**config.mk**
```make
export PLATFORM = sky130hd
export DESIGN_NAME = hdmi_cfg_seq
export DESIGN_NICKNAME = d
export VERILOG_FILES = /design/src/rtl/hdmi_cfg_seq_pkg.sv /design/src/rtl/hdmi_cfg_seq_rom.sv /design/src/rtl/hdmi_cfg_seq.sv
export SDC_FILE = /design/constraint.sdc
export NUM_CORES = 1
export LEC_CHECK = 0
export ABC_AREA = 1
export CAP_MARGIN = 20
export CORE_ASPECT_RATIO = 2
export CORE_MARGIN = 2
export CORE_UTILIZATION = 54
export DETAILED_ROUTE_END_ITERATION = 8
export PLACE_DENSITY = 0.81
export SLEW_MARGIN = 30
export SYNTH_ARGS = -nofsm -noshare
export SYNTH_HDL_FRONTEND = slang
export SYNTH_SLANG_ARGS = --single-unit
export TNS_END_PERCENT = 5
```
**constraint.sdc**
```tcl
create_clock -name clk -period 3.6 [get_ports clk]
set_input_delay 0.72 -clock clk [delete_from_list [all_inputs] [get_ports clk]]
set_output_delay 0.72 -clock clk [all_outputs]
set_load 0.01 [all_outputs]
```
**src/rtl/hdmi_cfg_seq_pkg.sv**
```systemverilog
// Shared types, entry encoding helpers and the default board register table
// for the HDMI transmitter configuration sequencer.
package hdmi_cfg_seq_pkg;

  localparam int ENTRY_W     = 17;
  localparam int DEF_ENTRIES = 64;

  // Any entry matching this mask (kind=1, hi=8'hFF) terminates the table.
  localparam logic [ENTRY_W-1:0] END_MASK = 17'h1FF00;

  typedef logic [ENTRY_W-1:0] entry_t;
  typedef logic [31:0]        cnt_t;

  typedef enum logic {
    KIND_WR  = 1'b0,
    KIND_DLY = 1'b1
  } kind_e;

  typedef struct packed {
    kind_e      kind;
    logic [7:0] hi;
    logic [7:0] lo;
  } entry_s;

  typedef enum logic [3:0] {
    ST_PWR_WAIT,
    ST_FETCH,
    ST_DECODE,
    ST_ISSUE,
    ST_WAIT_DONE,
    ST_GAP,
    ST_DELAY,
    ST_NEXT,
    ST_DONE,
    ST_ERROR
  } state_e;

  function automatic entry_t mk_wr(input logic [7:0] reg_addr, input logic [7:0] data);
    return {1'b0, reg_addr, data};
  endfunction

  function automatic entry_t mk_dly(input logic [7:0] units);
    return {1'b1, 8'h00, units};
  endfunction

  function automatic entry_t mk_end();
    return END_MASK;
  endfunction

  function automatic logic is_end(input entry_t e);
    return (e & END_MASK) == END_MASK;
  endfunction

  // Board bring-up table for the HDMI transmitter; the only per-board change.
  function automatic entry_t board_entry(input int idx);
    entry_t e;
    e = mk_end();
    case (idx)
      0:  e = mk_wr(8'h41, 8'h10);
      1:  e = mk_dly(8'd20);
      2:  e = mk_wr(8'h98, 8'h03);
      3:  e = mk_wr(8'h9A, 8'hE0);
      4:  e = mk_wr(8'h9C, 8'h30);
      5:  e = mk_wr(8'h9D, 8'h61);
      6:  e = mk_wr(8'hA2, 8'hA4);
      7:  e = mk_wr(8'hA3, 8'hA4);
      8:  e = mk_wr(8'hE0, 8'hD0);
      9:  e = mk_wr(8'hF9, 8'h00);
      10: e = mk_wr(8'h15, 8'h00);
      11: e = mk_wr(8'h16, 8'h30);
      12: e = mk_wr(8'h17, 8'h02);
      13: e = mk_wr(8'h18, 8'h46);
      14: e = mk_wr(8'hAF, 8'h06);
      default: e = mk_end();
    endcase
    return e;
  endfunction

  function automatic logic [DEF_ENTRIES*ENTRY_W-1:0] build_table();
    logic [DEF_ENTRIES*ENTRY_W-1:0] t;
    t = '0;
    for (int i = 0; i < DEF_ENTRIES; i++) t[i*ENTRY_W +: ENTRY_W] = board_entry(i);
    return t;
  endfunction

  localparam logic [DEF_ENTRIES*ENTRY_W-1:0] DEFAULT_TABLE = build_table();

endpackage

```
**src/rtl/hdmi_cfg_seq_rom.sv**
```systemverilog
// Registered lookup of the configuration table: one cycle from index to entry.
module hdmi_cfg_seq_rom
  import hdmi_cfg_seq_pkg::*;
#(
  parameter int                               NUM_ENTRIES = DEF_ENTRIES,
  parameter logic [NUM_ENTRIES*ENTRY_W-1:0]   TABLE       = DEFAULT_TABLE,
  localparam int                              IDX_W       = $clog2(NUM_ENTRIES)
) (
  input  logic             clk,
  input  logic             rst_n,
  input  logic [IDX_W-1:0] index,
  output entry_t           entry
);

  entry_t entry_d, entry_q;

  always_comb entry_d = TABLE[int'(index)*ENTRY_W +: ENTRY_W];

  // NOTE: the table is a constant, so only the output register needs a reset value.
  always_ff @(posedge clk or negedge rst_n) begin
    if (!rst_n) entry_q <= '0;
    else        entry_q <= entry_d;
  end

  assign entry = entry_q;

endmodule

```
**src/rtl/hdmi_cfg_seq.sv**
```systemverilog
// Walks the register table and hands each write to the I2C core as one
// request/done handshake, with inline delays, timeout and restart on start.
module hdmi_cfg_seq
  import hdmi_cfg_seq_pkg::*;
#(
  parameter logic [6:0]                     DEV_ADDR     = 7'h39,
  parameter int                             NUM_ENTRIES  = 64,
  parameter int                             POWERUP_WAIT = 20000,
  parameter int                             RQT_HOLD     = 4,
  parameter int                             GAP_CYCLES   = 500,
  parameter int                             DELAY_UNIT   = 10000,
  parameter int                             TIMEOUT      = 65535,
  parameter logic [NUM_ENTRIES*ENTRY_W-1:0] ROM_TABLE    = DEFAULT_TABLE,
  localparam int                            IDX_W        = $clog2(NUM_ENTRIES)
) (
  input  logic             clk,
  input  logic             rst_n,
  input  logic             start,
  input  logic             i2c_done,
  output logic             i2c_rqt,
  output logic             cmd,
  output logic [6:0]       addr_dev,
  output logic [7:0]       addr_reg_H,
  output logic [7:0]       addr_reg_L,
  output logic [7:0]       data_wr_H,
  output logic [7:0]       data_wr_L,
  output logic             cfg_busy,
  output logic             cfg_done,
  output logic             cfg_err,
  output logic [IDX_W-1:0] err_index
);

  state_e           state_d, state_q;
  cnt_t             cnt_d, cnt_q;
  logic [IDX_W-1:0] index_d, index_q;
  logic [IDX_W-1:0] err_idx_d, err_idx_q;
  logic [7:0]       reg_d, reg_q, data_d, data_q;
  logic             rqt_d, rqt_q, done_d, done_q, err_d, err_q;
  logic             sync_q, sync_prev_q, done_rise;
  entry_t           rom_entry;
  entry_s           ent;

  hdmi_cfg_seq_rom #(
    .NUM_ENTRIES (NUM_ENTRIES),
    .TABLE       (ROM_TABLE)
  ) u_rom (
    .clk   (clk),
    .rst_n (rst_n),
    .index (index_q),
    .entry (rom_entry)
  );

  assign ent       = rom_entry;
  assign done_rise = sync_q & ~sync_prev_q;

  // NOTE: every variable gets its hold value first so no path can infer a latch.
  always_comb begin
    state_d   = state_q;
    cnt_d     = cnt_q;
    index_d   = index_q;
    err_idx_d = err_idx_q;
    reg_d     = reg_q;
    data_d    = data_q;
    rqt_d     = rqt_q;
    done_d    = done_q;
    err_d     = err_q;
    unique case (state_q)
      ST_PWR_WAIT: begin
        if (cnt_q == '0) state_d = ST_FETCH;
        else             cnt_d   = cnt_q - cnt_t'(1);
      end
      ST_FETCH: state_d = ST_DECODE;
      ST_DECODE: begin
        if (ent.kind == KIND_WR) begin
          reg_d   = ent.hi;
          data_d  = ent.lo;
          rqt_d   = 1'b1;
          cnt_d   = cnt_t'(RQT_HOLD - 1);
          state_d = ST_ISSUE;
        end else if (is_end(rom_entry)) begin
          done_d  = 1'b1;
          state_d = ST_DONE;
        end else if (ent.lo == 8'h00) begin
          state_d = ST_NEXT;
        end else begin
          cnt_d   = cnt_t'(ent.lo) * cnt_t'(DELAY_UNIT) - cnt_t'(1);
          state_d = ST_DELAY;
        end
      end
      ST_ISSUE: begin
        if (cnt_q == '0) begin
          rqt_d   = 1'b0;
          cnt_d   = cnt_t'(TIMEOUT);
          state_d = ST_WAIT_DONE;
        end else begin
          cnt_d = cnt_q - cnt_t'(1);
        end
      end
      ST_WAIT_DONE: begin
        if (done_rise) begin
          cnt_d   = cnt_t'(GAP_CYCLES - 1);
          state_d = ST_GAP;
        end else if (cnt_q == '0) begin
          err_d     = 1'b1;
          err_idx_d = index_q;
          state_d   = ST_ERROR;
        end else begin
          cnt_d = cnt_q - cnt_t'(1);
        end
      end
      ST_GAP, ST_DELAY: begin
        if (cnt_q == '0) state_d = ST_NEXT;
        else             cnt_d   = cnt_q - cnt_t'(1);
      end
      ST_NEXT: begin
        if (index_q == IDX_W'(NUM_ENTRIES - 1)) begin
          done_d  = 1'b1;
          state_d = ST_DONE;
        end else begin
          index_d = index_q + IDX_W'(1);
          state_d = ST_FETCH;
        end
      end
      ST_DONE, ST_ERROR: begin
        if (start) begin
          done_d    = 1'b0;
          err_d     = 1'b0;
          err_idx_d = '0;
          index_d   = '0;
          state_d   = ST_FETCH;
        end
      end
      default: state_d = ST_PWR_WAIT;
    endcase
  end

  // NOTE: sequential state uses non-blocking assignments so all flops update together.
  always_ff @(posedge clk or negedge rst_n) begin
    if (!rst_n) begin
      state_q     <= ST_PWR_WAIT;
      cnt_q       <= cnt_t'(POWERUP_WAIT - 1);
      index_q     <= '0;
      err_idx_q   <= '0;
      reg_q       <= '0;
      data_q      <= '0;
      rqt_q       <= 1'b0;
      done_q      <= 1'b0;
      err_q       <= 1'b0;
      sync_q      <= 1'b0;
      sync_prev_q <= 1'b0;
    end else begin
      state_q     <= state_d;
      cnt_q       <= cnt_d;
      index_q     <= index_d;
      err_idx_q   <= err_idx_d;
      reg_q       <= reg_d;
      data_q      <= data_d;
      rqt_q       <= rqt_d;
      done_q      <= done_d;
      err_q       <= err_d;
      sync_q      <= i2c_done;
      sync_prev_q <= sync_q;
    end
  end

  assign i2c_rqt    = rqt_q;
  assign cmd        = 1'b1;
  assign addr_dev   = DEV_ADDR;
  assign addr_reg_H = reg_q;
  assign addr_reg_L = 8'h00;
  assign data_wr_H  = data_q;
  assign data_wr_L  = 8'h00;
  assign cfg_busy   = !(state_q inside {ST_PWR_WAIT, ST_DONE, ST_ERROR});
  assign cfg_done   = done_q;
  assign cfg_err    = err_q;
  assign err_index  = err_idx_q;

endmodule

```
-- Word level (Yosys, flattened, before mapping)
Index checks and enable logic that the tools add are counted.
- $mul: 2
- add/sub/neg operators: 3
- mux-type cells: 35
- eq/ne operators: 25
- bitwise logic cells: 3
- shifts and indexed selects: 1
- reduce and logical (&&, ||, !) cells: 20
- operators with widths (operator ; count):
    $shiftx 1088x32->17 const A ; 1
    $mux 32 ; 6
    $pmux 32 s4 ; 1
    $mux 4 ; 9
    $logic_not 32->1 ; 1
    $pmux 4 s8 ; 1
    $sub 32x1->32 const B ; 1
    $mux 6 ; 4
    $pmux 6 s2 ; 2
    $sub 22x1->23 const B ; 1
    $ne 2x2->1 const B ; 10
    $mul 8x10->18 const B ; 1
    $eq 4x3->1 const B ; 4
    $mul 6x5->11 const B ; 1
    $reduce_and 5->1 ; 2
    $eq 9x9->1 const B ; 1
    $mux 1 ; 9
    $ne 3x3->1 const B ; 3
    $reduce_and 3->1 ; 3
    $eq 4x2->1 const B ; 2
    $eq 4x4->1 const B ; 2
    $logic_not 8->1 ; 1
    $add 6x1->6 const B ; 1
    $eq 6x6->1 const B ; 1
    other kinds (15) ; 21
- output and inout port bits: 50
- register bits: 86
- logic and storage cells: 101

-- Depth between registers and ports, before layout
Gate-level depths: netlist (run 1).
- depth after elaboration: 6
- depth in mapped cells: 25
- gate-level depth less buffers: 25

-- By module
From an unflattened synthesis (run 1), not the netlist that was laid out.
- cells, all modules: 947
- area, all modules: 6937.9 um2
- by module, submodules not included (module ; area each (um2) ; cells each ; times used):
    hdmi_cfg_seq ; 6034.5 ; 844 ; 1
    hdmi_cfg_seq_rom ; 903.4 ; 103 ; 1

-- Worst setup path before layout (run 1)
Ideal clock, no wire load.
- path type: register to register
- start: register u_rom.entry_q[5] (netlist: u_rom.entry[5])
- end: register cnt_q[30]
- path slack: -0.026 ns
- cell stages (with the launch flop): 19
- path buffers: 0
- arrival time: 3.544 ns
- path through: dfrtp_1 fa_1 inv_1 fa_1 inv_1 ha_1 ha_1 ha_1 nand2_1 inv_1 a21oi_1 nand3b_1 nand2_1 nand2_2 nor3_4 nand3_4 nand2_1 nand2_1 o21ai_0
- longest elaborated chain between the ends: 6
- elaborated cells on any way between the ends: 9
- those cells by class: add/sub (1); mul (1); eq/ne (1); mux (4); reduce/logical (2)
- ends and longest elaborated chain (item ; RTL line ; text):
    start: declaration ; hdmi_cfg_seq_rom.sv:15 ; entry_t entry_d, entry_q;
    start signal: assignment ; hdmi_cfg_seq_rom.sv:22 ; else entry_q <= entry_d;
    $mul 8x10->18 ; hdmi_cfg_seq.sv:86 ; cnt_d = cnt_t'(ent.lo) * cnt_t'(DELAY_UNIT) - cnt_t'(1);
    $sub 22x1->23 ; hdmi_cfg_seq.sv:86 ;
    $mux 32 ; hdmi_cfg_seq.sv:83 ; end else if (ent.lo == 8'h00) begin
    $mux 32 ; hdmi_cfg_seq.sv:80 ; end else if (is_end(rom_entry)) begin
    $mux 32 ; hdmi_cfg_seq.sv:74 ; if (ent.kind == KIND_WR) begin
    $pmux 32 s4 ; hdmi_cfg_seq.sv:67 ; unique case (state_q)
    end signal: assignment ; hdmi_cfg_seq.sv:141 ; cnt_q <= cnt_t'(POWERUP_WAIT - 1);
    end signal: assignment ; hdmi_cfg_seq.sv:153 ; cnt_q <= cnt_d;
    end: declaration ; hdmi_cfg_seq.sv:34 ; cnt_t cnt_d, cnt_q;
Parallel ways exist; a longest one is shown, timed or not. The select of a mux whose other input is x is not followed.
A chain may end at the register's enable or synchronous reset.

-- Final worst setup path (run 1)
- start: register u_rom.entry_q[5] (netlist: u_rom.entry[5])
- end: register cnt_q[29]
The elaborated chain is that of the path after synthesis.

==> flow_summary.yaml, run 1 <==
outcome:
  status: "finished, violations left"
  violations: "setup timing"
synthesis:
  netlist_area_mm2: 0.007017
  synthTopCellsByArea: "dfrtp_1 (27%), ha_1 (10%), nand2_1 (9.9%)"
  yosysTopAreaCell: "dfrtp_1"
  ys_types: 56
  avgSynthCellArea_um2: 7.386
  yosys.area.top_type_share_pct: 26.75
  synth_fa_ha_area_share_pct: 12.91
  synth-compound-area-share_pct: 12.21
  seq_area_frac_synth_pct: 30.12
  synth-warning-count: 0
  synth_cells: 950
  synth_top_family_by_area: "simple AND/OR/NAND/NOR gates"
  synth_xor_area_share_pct: 2.728
  ys_seq_elements: 84
  synth-async-reset-ratio_pct: 100.0
  synth_edf_count: 0
  synthFlopType: "dfrtp_1"
  synthMuxAreaShare_pct: 1.444
  synthSimpleGateAreaFrac_pct: 28.74
global_route:
  antenna_found_initial: 0
  grt_start_max_net_pins: 65
  grt_busiest_layer: "met2"
  overflow: 0
  grt_pass1_wl_um: 30920
  grt_usage_pct: 27.11
  grtUsageMet1_pct: 32.73
  met2_usage_pct: 48.50
  use_met3_pct: 3.926
  grt_pass1_vias: 6725
placement:
  port_buffers: 28
  dp_hpwl_um: 13200
  globalplace.congestion: 0.9086
  placed_cells: 1145
floorplan:
  core_area_mm2: 0.01284
  dieArea_mm2: 0.01398
  rows: 59
  start_util_pct: 54.63
  ios: 54
  die_w_um: 84.61
  fp.dieH_um: 165.2
layout:
  syn2layout_area_growth_pct: 16.78
  drive_gt1_share_pct: 19.12
  n_fill_cell: 1071
  final_nets: 1086
  antenna_cells: 0
  instances_no_fill: 1172
  seq_area_mm2: 0.002113
  postLayoutCoreUtil_pct: 63.79
  multiInputGateArea_mm2: 0.004423
detailed_routing:
  initialDrtViolationCount: 552
  avgViaCountPerCell: 5.686
  via_count: 6664
  drc: 0
  routedWlPerCell_um: 16.05
  totalWireLength_um: 18810
  dr.pass1.iters: 6
  postRouteAntennaNets: 0
clock_network:
  cts_made_buffers: 9
  cts_sinks: 84
  clk_latency_ns: 0.35
  cts-root-buf: "clkbuf_16"
  clockBufferDepth: 2
  cts.htree.levels: 3
  clk_pin_slew_ns: 0.07
  cts_tree: "yes"
  ctsHoldBuffers: 0
sta:
  fin_crit_ns: 3.813
  holdWs_ns: 0.3789
  max_clock_freq_ghz: 0.2623
  worst_pin_slew_ns: 0.9246
  rsz0062_at_grt: "yes"
  maxSlewHeadroom_pct: 38.21
  finalSetupViolCount: 15
  skew_ns: 0.01518
  hold_viol_final: 0
  maxSlewViolCount: 0
  setup_ws_ns: -0.2129
  finalCritPeriodShare_pct: 105.9
critical_path:
  rr_worst_depth: 20
  crit_path_end_kind: "flip-flop"
  critPathLaunchType: "flip-flop"
  arrival_ns: 4.09
  worst-path-max-fanout: 5
  cp.required_ns: 3.88
  crit_type: "reg2reg"
job:
  cap_viol_max_count: 0
worst_hold_path:
  whs_path_depth: 0
  hold_path_class: "reg2reg"
## layout make-up
class | instances | share of cell area [%]
tap | 152 | 2.321
timing repair buffer | 68 | 7.146
multi-input combinational | 701 | 53.98
clock buffer | 12 | 3.130
clock inverter | 4 | 0.6871
inverter | 151 | 6.948
sequential | 84 | 25.79
## cells by family (layout without fill, tap and decap cells)
kind of cell	count (synthesis)	after routing
simple gates	430	431
xor+xnor	21	21
other cells	2	25
flops	84	84
buf+inv	189	235
compound gates	148	148
fa+ha+maj	67	67
mux	9	9
## cells in the final DEF (no fill, tap or decap), types with 25 or more instances in the layout
master           count
a21oi_1             33
buf_4               39
clkdlybuf4s50_1     27
conb_1              25
dfrtp_1             75
ha_1                50
inv_1              126
nand2_1            172
nand2_2             27
nand3_1             55
nor2_1              84
o21ai_0             45
## flip-flops by register name, summed over array words and instances, names as in the netlist
name,flops
cnt_q,32
u_rom.entry,16
addr_reg_H,8
data_wr_H,7
err_index,6
index_q,6
state_q,4
cfg_done,1
cfg_err,1
i2c_rqt,1
sync_prev_q,1
sync_q,1
## worst paths after layout
check                                    start          end  slack [ns]
worst min-delay path                    sync_q  sync_prev_q        0.38
max in group asynchronous                rst_n    cnt_q[14]        2.37
worst max register to register  u_rom.entry[5]    cnt_q[29]       -0.21
worst min register to register          sync_q  sync_prev_q        0.38
min in group asynchronous                rst_n    cnt_q[31]        0.48
worst max-delay path            u_rom.entry[5]    cnt_q[29]       -0.21
## worst max-delay path, cell delays in order, from the launching register on
cell and delay (ns):
dfrtp_1 0.42, ha_1 0.31, ha_1 0.27, inv_1 0.05, fa_1 0.49, inv_2 0.04, fa_1 0.56, ha_4 0.25
nand2_4 0.10, inv_1 0.08, nand2_1 0.09, nand2_1 0.07, nand2_1 0.08, nand3_1 0.09, nand2_2 0.11, nand3_2 0.09
nor2_4 0.22, nand3_4 0.16, nand2_1 0.10, nand2_1 0.05, nand2_1 0.10
## per-layer routing
layer | vias up | part of all wire (%)
met2 | 270 | 52
met3 | 51 | 5.2
met5 | - | 0
li1 | 3187 | -
met1 | 3156 | 40
met4 | 0 | 2.7
## per-stage QoR
stage | setup slack [ns] | instance area, um2 | setup TNS (ns)
3_3_place_gp | -0.1018 | 7555 | -0.9674
6_report | -0.2129 | 8194 | -2.441
2_1_floorplan | 0.04220 | 7116 | 0
5_1_grt | -0.3975 | 8194 | -5.542
4_1_cts | -0.08377 | 8097 | -0.6105
3_5_place_dp | -0.2762 | 7555 | -3.264
## what timing repair did
action | in CTS | in global routing
buffers inserted | 8 | 2
pin swaps | 23 | 14
gates cloned | 1 | 0
endpoints found under the setup margin | 16 | 18
resized for setup | 33 | 30
## Yosys cell counts, types with 8 or more instances
cell type	instances
o21ai_0	49
dfstp_2	9
ha_1	58
xor2_1	18
a22oi_1	10
inv_1	134
buf_4	26
mux2_2	8
o21ai_1	18
fa_1	9
nand2_1	185
dfrtp_1	75
inv_2	16
nand3_1	64
nor3_1	12
nor2_1	88
a21oi_1	35
nor2_2	21
nand2_2	18
nand4_1	19
Power of run 1 is left out: the tool's default activity adds up to more than one toggle a clock period on the data nets, which glitch-free logic cannot reach.
==> inputs of run 2 (changes only) <==
Settings changed: CORE_UTILIZATION 54 to 60, PLACE_DENSITY 0.81 to 0.85, RECOVER_POWER from default to 25.
Clock period 3.6 ns to 4.7 ns, I/O delays scaled along.
==> run 2 against run 1 <==
The run ends with capacitance limit, slew limit left; first-iteration DRC count down 6.7%; critical endpoint is now cnt_q[30]; non-clock buffer count down 38; worst setup slack better by 0.82 ns; final area down 7.0%; sequential cell count unchanged; die area down 9.7%; clock skew down 0.0038 ns; maximum frequency down 6.9%; worst hold slack worse by 0.00068 ns; critical path type unchanged; count of clock-buffer cells in the layout down 3; register-to-register slack better by 0.82 ns; critical path depth up 2.
==> flow_summary.yaml, run 2 (synthesized netlist as in run 1, its figures left out) <==
outcome:
  status: "finished, violations left"
  violations: "capacitance limit, slew limit"
floorplan:
  fp.dieH_um: 156.9
  core_area_mm2: 0.01135
  start_util_pct: 61.80
  rows: 55
  die_w_um: 80.47
  ios: 54
  dieArea_mm2: 0.01263
critical_path:
  rr_worst_depth: 22
  crit_path_end_kind: "flip-flop"
  cp.required_ns: 4.98
  worst-path-max-fanout: 10
  critPathLaunchType: "flip-flop"
  r2r_slack_ns: 0.60
  arrival_ns: 4.37
  r2r_end: "cnt_q[30]"
  crit_type: "reg2reg"
  r2r-start: "u_rom.entry[1]"
detailed_routing:
  totalWireLength_um: 18750
  avgViaCountPerCell: 5.806
  dr.pass1.iters: 5
  routedWlPerCell_um: 16.69
  initialDrtViolationCount: 515
  via_count: 6520
  drc: 0
  postRouteAntennaNets: 0
global_route:
  grt_pass1_wl_um: 29940
  grt_usage_pct: 30.98
  overflow: 0
  grt_start_max_net_pins: 56
  grt_pass1_vias: 6472
  antenna_found_initial: 0
clock_network:
  cts-root-buf: "clkbuf_16"
  cts_tree: "yes"
  post_cts_buffers: 0
  clockBufferDepth: 2
  clk_pin_slew_ns: 0.08
  cts_sinks: 84
  cts_made_buffers: 9
  cts.htree.levels: 3
  ctsHoldBuffers: 0
  clk_latency_ns: 0.35
  ctsResizeCount: 0
worst_hold_path:
  whs_path_depth: 0
  hold_path_class: "reg2reg"
  holdCritStartpoint: "sync_q"
  whs_endpoint: "sync_prev_q"
sta:
  setup-tns-final_ns: 0
  finalCritPeriodShare_pct: 87.14
  rsz0062_at_grt: "no"
  max_clock_freq_ghz: 0.2442
  finalSetupViolCount: 0
  fin_crit_ns: 4.095
  maxSlewHeadroom_pct: -105.5
  hold_viol_final: 0
  worst_pin_slew_ns: 3.082
  skew_ns: 0.01139
  maxSlewViolCount: 56
layout:
  n_fill_cell: 934
  largest-register: "cnt_q"
  final_common_cell: "nand2_1"
  final_nets: 1047
  multiInputGateArea_mm2: 0.004167
  drive_gt1_share_pct: 11.11
  largest_reg_flops: 32
  seq_area_mm2: 0.002113
  antenna_cells: 0
  final_cell_mix: "nand2_1 (185), inv_1 (134), nor2_1 (88)"
  syn2layout_area_growth_pct: 8.559
placement:
  dp_hpwl_um: 14410
  port_buffers: 28
  globalplace.congestion: 1.015
job:
  cap_viol_max_count: 1
-- run 2: cell count changes in the layout (fill, tap and decap cells not counted), sizes merged --
cell	change
clkbuf	-2
clkinv	+1
nand3	-1
dlygate4sd3	+1
buf	-39
bufinv	-1
clkdlybuf4s50	-1
inv	+3
-- run 2: cell type report --
type	count	area share [%]
multi-input combinational	700	54.70
sequential	84	27.74
inverter	151	7.474
timing repair buffer	30	3.794
clock buffer	9	2.957
tap	142	2.332
clock inverter	7	1.002
-- run 2: per-stage QoR --
stage | worst slack, ns | instances | instance area [um2] | utilization (%) | hold WS (ns)
6_report | 0.6045 | 1123 | 7617 | 67.09 | 0.3782
2_1_floorplan | 1.074 | 973 | 7103 | - | 0.3537
5_1_grt | 0.2196 | 1123 | 7617 | 67.09 | 0.4081
3_5_place_dp | 0.6444 | 1107 | 7320 | 64.46 | 0.3650
4_1_cts | 0.5864 | 1123 | 7621 | 67.12 | 0.3824
3_3_place_gp | 0.7373 | 1107 | 7320 | 64.46 | 0.3590
-- run 2: per-layer routing --
metal  global-route usage (%)  wire, um  vias up  share of wire, %
met5                        0         0        -                 0
met4                    22.36      1423        0               7.6
met3                    4.587       840      100               4.5
met2                    58.29     10400      276                55
met1                    29.11      6081     3053                32
li1                         -         -     3091                 -
-- run 2: worst max-delay path by stage --
stage,start,end,slack (ns),depth (start not counted)
after floorplan,u_rom.entry[5],cnt_q[30],1.07,18
after global placement,u_rom.entry[1],cnt_q[30],0.74,22
after detailed placement,u_rom.entry[1],cnt_q[30],0.64,22
after CTS,u_rom.entry[1],cnt_q[30],0.59,22
after global routing,u_rom.entry[1],cnt_q[26],0.22,22
final,u_rom.entry[1],cnt_q[30],0.60,22
-- run 2: critical path: stages (launching register included) --
cell	delay, ns
dfrtp_1	0.38
inv_1	0.21
ha_1	0.34
ha_1	0.32
inv_1	0.09
fa_1	0.42
inv_1	0.07
ha_1	0.24
inv_1	0.08
fa_1	0.42
inv_1	0.12
nand2_1	0.06
nand2_1	0.12
nand2_2	0.09
inv_2	0.06
nand2_1	0.05
nand2_2	0.09
nand3_1	0.18
nor3_4	0.27
nand3_4	0.19
nand2_1	0.10
nand2_1	0.04
o21ai_0	0.09
Power of run 2 is left out for the same reason.
==> inputs of run 3 (changes only) <==
Settings changed: GPL_ROUTABILITY_DRIVEN from default to 0, GPL_TIMING_DRIVEN from default to 1.
==> run 3 against run 2 <==
Cell count is the same; critical path depth shrank 3; highest routed layer unchanged; global-route usage grew 0.69 points; the run still ends with capacitance limit, slew limit left; core utilization grew 0.26 points; maximum frequency shrank 0.34%; non-clock buffer count is the same; final area grew 0.39%; wire length grew 1.0%; count of clock-buffer cells in the layout is the same; sequential cell count is the same; clock skew grew 0.0012 ns; largest cell class unchanged; worst hold slack gained 0.00063 ns; critical path type unchanged.
==> flow_summary.yaml, run 3 (synthesized netlist as in run 1, its figures left out) <==
global_route:
  overflow: 0
  grt_pass1_wl_um: 30710
  grt_usage_pct: 31.67
  grt_pass1_vias: 6643
  antenna_found_initial: 0
  grtUsageMet1_pct: 29.27
  grt_busiest_layer: "met2"
  met2_usage_pct: 61.11
  grt_start_max_net_pins: 57
  use_met3_pct: 4.472
clock_network:
  post_cts_buffers: 0
  cts_sinks: 84
  cts_made_buffers: 9
  cts_tree: "yes"
  ctsResizeCount: 0
  ctsHoldBuffers: 0
  cts-root-buf: "clkbuf_16"
  clk_pin_slew_ns: 0.07
  clk_latency_ns: 0.35
  cts.htree.levels: 3
  clockBufferDepth: 2
critical_path:
  r2r_slack_ns: 0.59
  r2r_end: "cnt_q[26]"
  arrival_ns: 4.40
  worst-path-max-fanout: 10
  cp.required_ns: 4.99
  critPathLaunchType: "flip-flop"
  crit_start: "u_rom.entry[6]"
  r2r-start: "u_rom.entry[6]"
  rr_worst_depth: 19
  crit_path_end_kind: "flip-flop"
  critPathCapture: "cnt_q[26]"
  crit_type: "reg2reg"
detailed_routing:
  dr.pass1.iters: 7
  postRouteAntennaNets: 0
  totalWireLength_um: 18940
  routedWlPerCell_um: 16.86
  via_count: 6526
  drc: 0
  avgViaCountPerCell: 5.811
  initialDrtViolationCount: 381
outcome:
  violations: "capacitance limit, slew limit"
  status: "finished, violations left"
floorplan:
  die_w_um: 80.47
  fp.dieH_um: 156.9
  start_util_pct: 61.80
  ios: 54
  rows: 55
  dieArea_mm2: 0.01263
  core_area_mm2: 0.01135
layout:
  instances_no_fill: 1123
  final_nets: 1047
  drive_gt1_share_pct: 11.11
  final_common_cell: "nand2_1"
  syn2layout_area_growth_pct: 8.987
  final_cell_mix: "nand2_1 (185), inv_1 (134), nor2_1 (88)"
  largest_reg_flops: 32
  antenna_cells: 0
  largest-register: "cnt_q"
sta:
  maxSlewHeadroom_pct: -111.4
  finalSetupViolCount: 0
  skew_ns: 0.01261
  hold_viol_final: 0
  finalCritPeriodShare_pct: 87.43
  max_clock_freq_ghz: 0.2433
  rsz0062_at_grt: "no"
  worst_pin_slew_ns: 3.170
  setup-tns-final_ns: 0
  maxSlewViolCount: 57
  fin_crit_ns: 4.109
placement:
  placed_cells: 1107
  port_buffers: 28
  dp_hpwl_um: 14480
worst_hold_path:
  hold_path_class: "reg2reg"
job:
  cap_viol_max_count: 1
## run 3: changes by cell type in the layout (fill, tap and decap cells not counted), sizes merged
cell    change
bufinv      +2
clkinv      -1
inv         -1
## run 3: how the worst min path moves through the flow
stage	startpoint	to	slack, ns	cells after the start
floorplan	sync_q	sync_prev_q	0.35	0
global placement	sync_q	sync_prev_q	0.36	0
detailed placement	sync_q	sync_prev_q	0.37	0
CTS	sync_q	sync_prev_q	0.38	0
global route	sync_q	sync_prev_q	0.41	0
finish	sync_q	sync_prev_q	0.38	0
## run 3: per-layer routing
| metal | part of all wire [%] | vias up |
|---|---|---|
| met3 | 3.9 | 100 |
| met1 | 32 | 3069 |
| met2 | 57 | 260 |
| met5 | 0 | - |
| li1 | - | 3097 |
| met4 | 6.9 | 0 |
## run 3: cell type report
| class | instances | area (um2) |
|---|---|---|
| clock buffer | 9 | 225.2 |
| clock inverter | 7 | 106.4 |
| fill | 930 | 3707 |
| inverter | 151 | 569.3 |
| multi-input combinational | 700 | 4167 |
| sequential | 84 | 2113 |
| tap | 142 | 177.7 |
| timing repair buffer | 30 | 289.0 |
## run 3: through the flow
step	utilization, %	instance area [um2]	hold WS [ns]	setup slack [ns]
6_report	67.35	7647	0.3788	0.5906
5_1_grt	67.35	7647	0.4065	0.2573
4_1_cts	67.38	7651	0.3846	0.6014
3_5_place_dp	64.46	7320	0.3690	0.6205
3_3_place_gp	64.46	7320	0.3603	0.7535
2_1_floorplan	-	7103	0.3537	1.074
## run 3: worst max-delay path, stage by stage (launching register included)
cell	delay, ns
dfrtp_1	0.51
fa_1	0.58
inv_1	0.06
fa_1	0.49
inv_1	0.04
ha_1	0.28
ha_1	0.32
ha_1	0.39
nand2_1	0.14
nor2_1	0.14
nand3_1	0.14
nand2_1	0.10
nand2_1	0.05
nand2_1	0.11
nand3_1	0.14
nor2_2	0.15
nand3_4	0.17
nand3_1	0.12
o21ai_1	0.06
inv_1	0.05
Power of run 3 is left out for the same reason.
